<file path="src/rtl/frame_reader.sv">
// Frame reader: pops pixels from a first-word-fall-through FIFO and streams them downstream as
// valid/ready frames with sof/eol/eof markers. Define FRAME_READER_CHECKSUM_EN to add a per-frame checksum.
module frame_reader #(
  parameter int DATA_WIDTH = 24,
  parameter int IMG_WIDTH  = 720,
  parameter int IMG_HEIGHT = 540
) (
  input  logic                  clock,
  input  logic                  reset,
  input  logic                  start,
  input  logic [DATA_WIDTH-1:0] in_dout,
  input  logic                  in_empty,
  output logic                  in_rd_en,
  output logic [DATA_WIDTH-1:0] out_data,
  output logic                  out_valid,
  input  logic                  out_ready,
  output logic                  out_sof,
  output logic                  out_eol,
  output logic                  out_eof,
  output logic                  frame_done,
  output logic [15:0]           frame_count
`ifdef FRAME_READER_CHECKSUM_EN
  ,
  output logic [31:0]           frame_checksum,
  output logic                  checksum_valid
`endif
);

  localparam int COL_W = (IMG_WIDTH  > 1) ? $clog2(IMG_WIDTH)  : 1;
  localparam int ROW_W = (IMG_HEIGHT > 1) ? $clog2(IMG_HEIGHT) : 1;
  localparam logic [COL_W-1:0] COL_LAST = COL_W'(IMG_WIDTH - 1);
  localparam logic [ROW_W-1:0] ROW_LAST = ROW_W'(IMG_HEIGHT - 1);

  typedef enum logic [1:0] {
    IDLE,
    STREAM,
    FRAME_DONE
  } state_t;

  state_t           state;
  state_t           state_next;
  logic [COL_W-1:0] col;
  logic [ROW_W-1:0] row;
  logic             pop;
  logic             accept;
  logic             col_last;
  logic             row_last;

  assign accept   = out_valid & out_ready;
  assign col_last = (col == COL_LAST);
  assign row_last = (row == ROW_LAST);

  // NOTE: every signal written here gets a default first, so no path leaves it unassigned (no latch).
  always_comb begin
    state_next = state;
    pop        = 1'b0;
    frame_done = 1'b0;
    case (state)
      IDLE: begin
        if (start) state_next = STREAM;
      end
      STREAM: begin
        // A held eof pixel blocks further pops until the consumer takes it.
        pop = !in_empty && (!out_valid || out_ready) && !(out_valid && out_eof);
        if (accept && out_eof) state_next = FRAME_DONE;
      end
      FRAME_DONE: begin
        frame_done = 1'b1;
        state_next = start ? STREAM : IDLE;
      end
      default: state_next = IDLE;
    endcase
  end

  // Gated by reset so no FIFO word is lost while the reset edge discards the pipeline.
  assign in_rd_en = pop & reset;

  // NOTE: sequential state uses non-blocking assignments so all registers update from pre-edge values.
  always_ff @(posedge clock) begin
    if (!reset) begin
      state       <= IDLE;
      col         <= '0;
      row         <= '0;
      out_data    <= '0;
      out_valid   <= 1'b0;
      out_sof     <= 1'b0;
      out_eol     <= 1'b0;
      out_eof     <= 1'b0;
      frame_count <= '0;
    end else begin
      state <= state_next;
      if (pop) begin
        out_data  <= in_dout;
        out_valid <= 1'b1;
        out_sof   <= (col == '0) && (row == '0);
        out_eol   <= col_last;
        out_eof   <= col_last && row_last;
        if (col_last) begin
          col <= '0;
          row <= row_last ? '0 : row + ROW_W'(1);
        end else begin
          col <= col + COL_W'(1);
        end
      end else if (accept) begin
        out_valid <= 1'b0;
        out_sof   <= 1'b0;
        out_eol   <= 1'b0;
        out_eof   <= 1'b0;
      end
      if (frame_done) frame_count <= frame_count + 16'd1;
    end
  end

`ifdef FRAME_READER_CHECKSUM_EN
  logic [31:0] cks_acc;
  logic [31:0] cks_sum;

  // The sof pixel restarts the sum rather than adding to the previous frame.
  assign cks_sum        = (out_sof ? 32'd0 : cks_acc) + 32'(out_data);
  assign checksum_valid = frame_done;

  always_ff @(posedge clock) begin
    if (!reset) begin
      cks_acc        <= '0;
      frame_checksum <= '0;
    end else begin
      if (accept) cks_acc <= cks_sum;
      if (accept && out_eof) frame_checksum <= cks_sum;
    end
  end
`endif

endmodule
</file>
<file path="config.mk">
export PLATFORM = sky130hd
export DESIGN_NAME = frame_reader
export DESIGN_NICKNAME = d
export VERILOG_FILES = /design/src/rtl/frame_reader.sv
export SDC_FILE = /design/constraint.sdc
export NUM_CORES = 1
export LEC_CHECK = 0
export CAP_MARGIN = 5
export CORE_MARGIN = 1
export CORE_UTILIZATION = 49
export DETAILED_ROUTE_END_ITERATION = 16
export HOLD_SLACK_MARGIN = 0.15
export PLACE_DENSITY_LB_ADDON = 0.3
export SYNTH_ARGS = -nofsm -noshare
export SYNTH_HDL_FRONTEND = slang
export SYNTH_SLANG_ARGS = --single-unit
export TNS_END_PERCENT = 20
</file>
<file path="constraint.sdc">
create_clock -name clock -period 2.1 [get_ports clock]
set_input_delay 0.42 -clock clock [delete_from_list [all_inputs] [get_ports clock]]
set_output_delay 0.42 -clock clock [all_outputs]
set_load 0.01 [all_outputs]
</file>
; Yosys cells after proc, flatten, opt, wreduce, memory -nomap -nowiden
; Cells that the tools add are included.
[word_totals]
wordCells = 49
reg_bits = 66
output_inout_bits = 46
[op_classes]
n_reduce_logical = 16
bitwise = 2
eq_ne = 6
n_mux = 13
addsub = 3
[ops]
columns = cell, count
row1 = $add 10x1->10 const B, 2
row2 = $eq 10x10->1 const B, 2
row3 = $logic_not 10->1, 2
row4 = $mux 10, 2
row5 = $add 16x1->16 const B, 1
row6 = $mux 1, 8
row7 = $logic_and 1x1->1, 6
row8 = $pmux 2 s3, 1
row9 = $mux 2, 2
row10 = $ne 2x2->1 const B, 2
row11 = $reduce_and 2->1, 2
row12 = $logic_not 1->1, 3
row13 = $and 1x1->1, 2
row14 = $eq 2x1->1 const B, 1
row15 = $eq 2x2->1 const B, 1
row16 = $logic_not 2->1, 1
row17 = $reduce_bool 2->1, 1
row18 = $logic_or 1x1->1, 1

; Longest topological paths before layout
[logic_depth]
depth_word = 6
mapped_depth = 6
mapped_depth_nobuf = 5

; Least setup slack after synthesis
; OpenSTA, ideal clock, no wires.
[synth_timing]
path_type = reg2out
start = register out_valid
end = output port in_rd_en
slack_ps = 297
stages_incl_launch_ff = 5
required_time_ps = 1680
t_arrival_ps = 1383
cell_sequence = dfxtp_1 inv_1 o21ai_2 clkbuf_1 nor2_1
[synth_via]
elab_chain_cells = 6
word_cells_on_any_way = 8
cone_classes = 1 x mux / 1 x bitwise / 6 x reduce/logical
[synth_lines]
columns = item, line
row1 = from (decl), 15  ; output logic out_valid,
row2 = from (signal assigned), 85  ; out_valid <= 1'b0;
row3 = from (signal assigned), 94  ; out_valid <= 1'b1;
row4 = from (signal assigned), 105  ; out_valid <= 1'b0;
row5 = $logic_not 1->1, 64  ; pop = !in_empty && (!out_valid || out_ready) && !(out_valid && out_eof);
row6 = $logic_or 1x1->1, 64
row7 = $logic_and 1x1->1, 64
row8 = $logic_and 1x1->1 *, 64
row9 = $mux 1 *, 58  ; case (state)
row10 = $and 1x1->1 *, 76  ; assign in_rd_en = pop & reset;
row11 = to (decl), 13  ; output logic in_rd_en,
; Mark *: on every way between the ends. The rest lies on a longest branch, timed or not.

; Final worst setup path
[layout_timing]
start = register state[1]
end = output port frame_done
[layout_via]
elab_chain_cells = 2
[layout_lines]
columns = item, line
row1 = from (decl), 40  ; state_t state;
row2 = from (signal assigned), 91  ; state <= state_next;
row3 = $eq 2x2->1, 58
row4 = $mux 1, 58
row5 = to (decl), 20  ; output logic frame_done,
; No other way between the ends.

==> impl_results.md <==
* Prevailing post-synth register cell: dfxtp_1
* Highest-delay cell along the critical path: clkdlybuf4s50_1
* Diode count at 0
* Share of the synthesized area in the top cell type at approximately 44%
* Clk_lat worst skew at 0.34 ns
* Minimum clock period at 2.04 ns
* Pre-CTS setup slack at -0.142 ns
* Nets at 477
* Initial antenna violation count at 0
* Synth warn at 0
* CTS sink cnt at 66
* Die span in x at 79.9 µm
* Crit path to: frame_done
* RR Endpoint: row[8]$_SDFFE_PN0P_
* Worst path max stage delay at 0.57 ns
* Worst Path Buf+Inv at 1
* LEAKAGE at 1.43 nW
* Starting Density at 52.3%
* Synth Register Bits at 66
* Num CTS Buffers at 9
* Type of the worst setup path: reg2out
* Setup ws final at approximately 0.062 ns
* CP Data Arrival Time at 1.62 ns
* Critical path endpoint category: output port
* Synth cell types at 46
* Max Clk Rate at slightly below 500 MHz
* Dpl cell area at 0.00389 mm²
* Post-synthesis cell area at 0.00297 mm²
* Drt pass-1 iters at 4
* RSZ-0062 raised after global routing: no
* Ranking of synthesized cells by area: dfxtp_1, nand2_1, a21oi_1, xnor2_1, nor2_1
* Seq/Total Area, Yosys at 44.5%
* P&R area growth vs syn at 38.4%
* VDD IR max at 602 µV
* Drt via density at between 5 and 6
* CP Launch Type: flop
* DR DRC count at 0
* H-tree level count at 3
* First-pass GRT wire length at 11600 µm
* Overflow after GRT at 0
* Share of cells above drive strength 1 at 10.0%
* Filler instances at 417
* Clock skew at between 0.01 and 0.015 ns
* Cells after synthesis at about 350
* Number of synthesized flops with an enable pin at 0
* Detailed Route WL at 7090 µm
* # port buffers at 74
* Final Cycle Share at 97.0%
* Antenna-violating nets left at 0
* Global placer's final weighted congestion at 0.883
* CTS root buf: clkbuf_8
* DP Wirelength at 5020 µm
* Post-synth net total at about 390
* Req. time, crit path at 1.68 ns
* Vias at 2864
* Setup-failing EPs final at 0
* Status: complete, no violations
* R2r worst-path depth at 5
* Critical Path, Cell by Cell: nor2b_1 > clkdlybuf4s50_1
* Core area at 0.00568 mm²
* Finished Cell Area at 0.00411 mm²
* Die area at 0.00638 mm²
* Reg clk slew, reported paths at 0.07 ns
* Min-delay worst type: reg2reg
* Most frequent cell after synthesis: nand2_1
* DIE HEIGHT at roughly 80 µm
* DR iter-0 viols at 170
* Syn_area_per_cell at 8.46 µm²
* Stages on the worst setup path at 2
* Synth cell count leaders: nand2_1, dfxtp_1, a21oi_1
* R2r startpoint: row[1]$_SDFFE_PN0P_
* Max-cap violation count at 0
* CP delay by family, top: buffers and inverters
* CTS tree: yes
* Post-CTS Setup Bufs at 0
* Worst R2R Setup Slack at 0.27 ns
* Row cnt at 27
* Routed len/inst at approximately 14 µm
* Pwr/cell area at between 600 and 700 mW/mm²
* Asr flop ratio synth at 0%
* Final Hold Fails at 0
* Vias in the first global route at 2643
* Worst Setup SP: state[1]$_SDFFE_PN0P_
* Gr usage total at 23.4%
* Slew Limit Fails at 0
* Hold_ws at 0.454 ns
* Crit-path max FO at 9
* Area leader, netlist: dfxtp_1
* Slew Limit Headroom at a little over two thirds
* Largest net degree at the start of global routing at 31
* CTS max path bufs at 2
* Worst-Margin Slew at 0.456 ns
* Total negative slack at 0 ns
* Ports at 75
power by group:
| group | total [mW] | switching [mW] | internal (mW) |
|---|---|---|---|
| clock network | 1.17 | 0.502 | 0.673 |
| logic | 0.231 | 0.106 | 0.124 |
| registers | 1.29 | 0.0135 | 1.28 |
| total | 2.69 | 0.621 | 2.07 |
worst reg2reg max path, cell delays in order, from the launching register on:
cell and delay [ns]:
dfxtp_1 0.40, ha_1 0.26, nand2_1 0.09, or4b_1 0.49, or2_2 0.28, o32ai_1 0.22
registers in the layout (all words and copies together) (netlist names), 2 cells and up:
signal / cells
row: 10
col: 10
out_data: 24
state: 2
frame_count: 16
layout make-up:
type	instances	area [µm²]	area share (%)
inverter	12	45.0	1.10
tap	72	90.1	2.19
clock inverter	6	90.1	2.19
clock buffer	10	128	3.11
sequential	66	1320	32.1
timing repair buffer	94	890	21.6
multi-input combinational	260	1550	37.6
kinds of logic (layout without fill, tap and decap cells):
kind of cell,Yosys count,count (layout),share of synthesized area (%)
and+or+nand+nor,166,166,28.1
AOI/OAI and AO/OA,69,69,15.7
DFF,66,66,44.5
buffers and inverters,25,122,3.54
xor gates and xnor gates,16,16,4.72
adders and majority gates,5,5,2.11
muxes,4,4,1.35
through the flow:
stage / std cells / power (mW) / utilization [%]
2_1_floorplan: 351 / 1.41 / -
3_3_place_gp: 504 / 1.54 / 68.6
3_5_place_dp: 504 / 1.55 / 68.6
4_1_cts: 520 / 2.72 / 72.4
5_1_grt: 520 / 2.80 / 72.4
6_report: 520 / 2.69 / 72.4
worst min path at each step:
stage | end | depth (start not counted) | startpoint
after global routing | out_data[3]$_SDFFE_PN0P_ | 2 | out_data[3]$_SDFFE_PN0P_
after detailed placement | out_data[6]$_SDFFE_PN0P_ | 2 | out_data[6]$_SDFFE_PN0P_
final | out_data[20]$_SDFFE_PN0P_ | 2 | out_data[20]$_SDFFE_PN0P_
after global placement | out_data[14]$_SDFFE_PN0P_ | 2 | out_data[14]$_SDFFE_PN0P_
after CTS | out_data[15]$_SDFFE_PN0P_ | 2 | out_data[15]$_SDFFE_PN0P_
after floorplan | row[6]$_SDFFE_PN0P_ | 2 | row[6]$_SDFFE_PN0P_
cell usage in the layout (no fill, tap or decap), types with 9 or more instances in the layout:
master,n
nand3_1,11
xnor2_1,12
inv_1,11
clkbuf_8,9
a21oi_1,39
nand2_1,73
clkdlybuf4s50_1,73
nor2_1,23
nand4_1,9
buf_4,20
dfxtp_1,66
what timing repair did:
action / in CTS / in global routing
setup endpoints to repair: 1 / 0
hold buffers: 0 / 0
resized for setup: 2 / 0
metal layers:
layer / track usage [%] / part of all wire [%] / wire length, µm / up-vias
met5: 0 / 0 / 0 / -
met4: 11.6 / 2.0 / 139 / 0
met3: 5.26 / 6.2 / 442 / 17
met2: 38.3 / 46 / 3280 / 93
met1: 28.9 / 45 / 3230 / 1330
li1: - / - / - / 1424
Note: power is estimated with default switching activity, not from simulation.
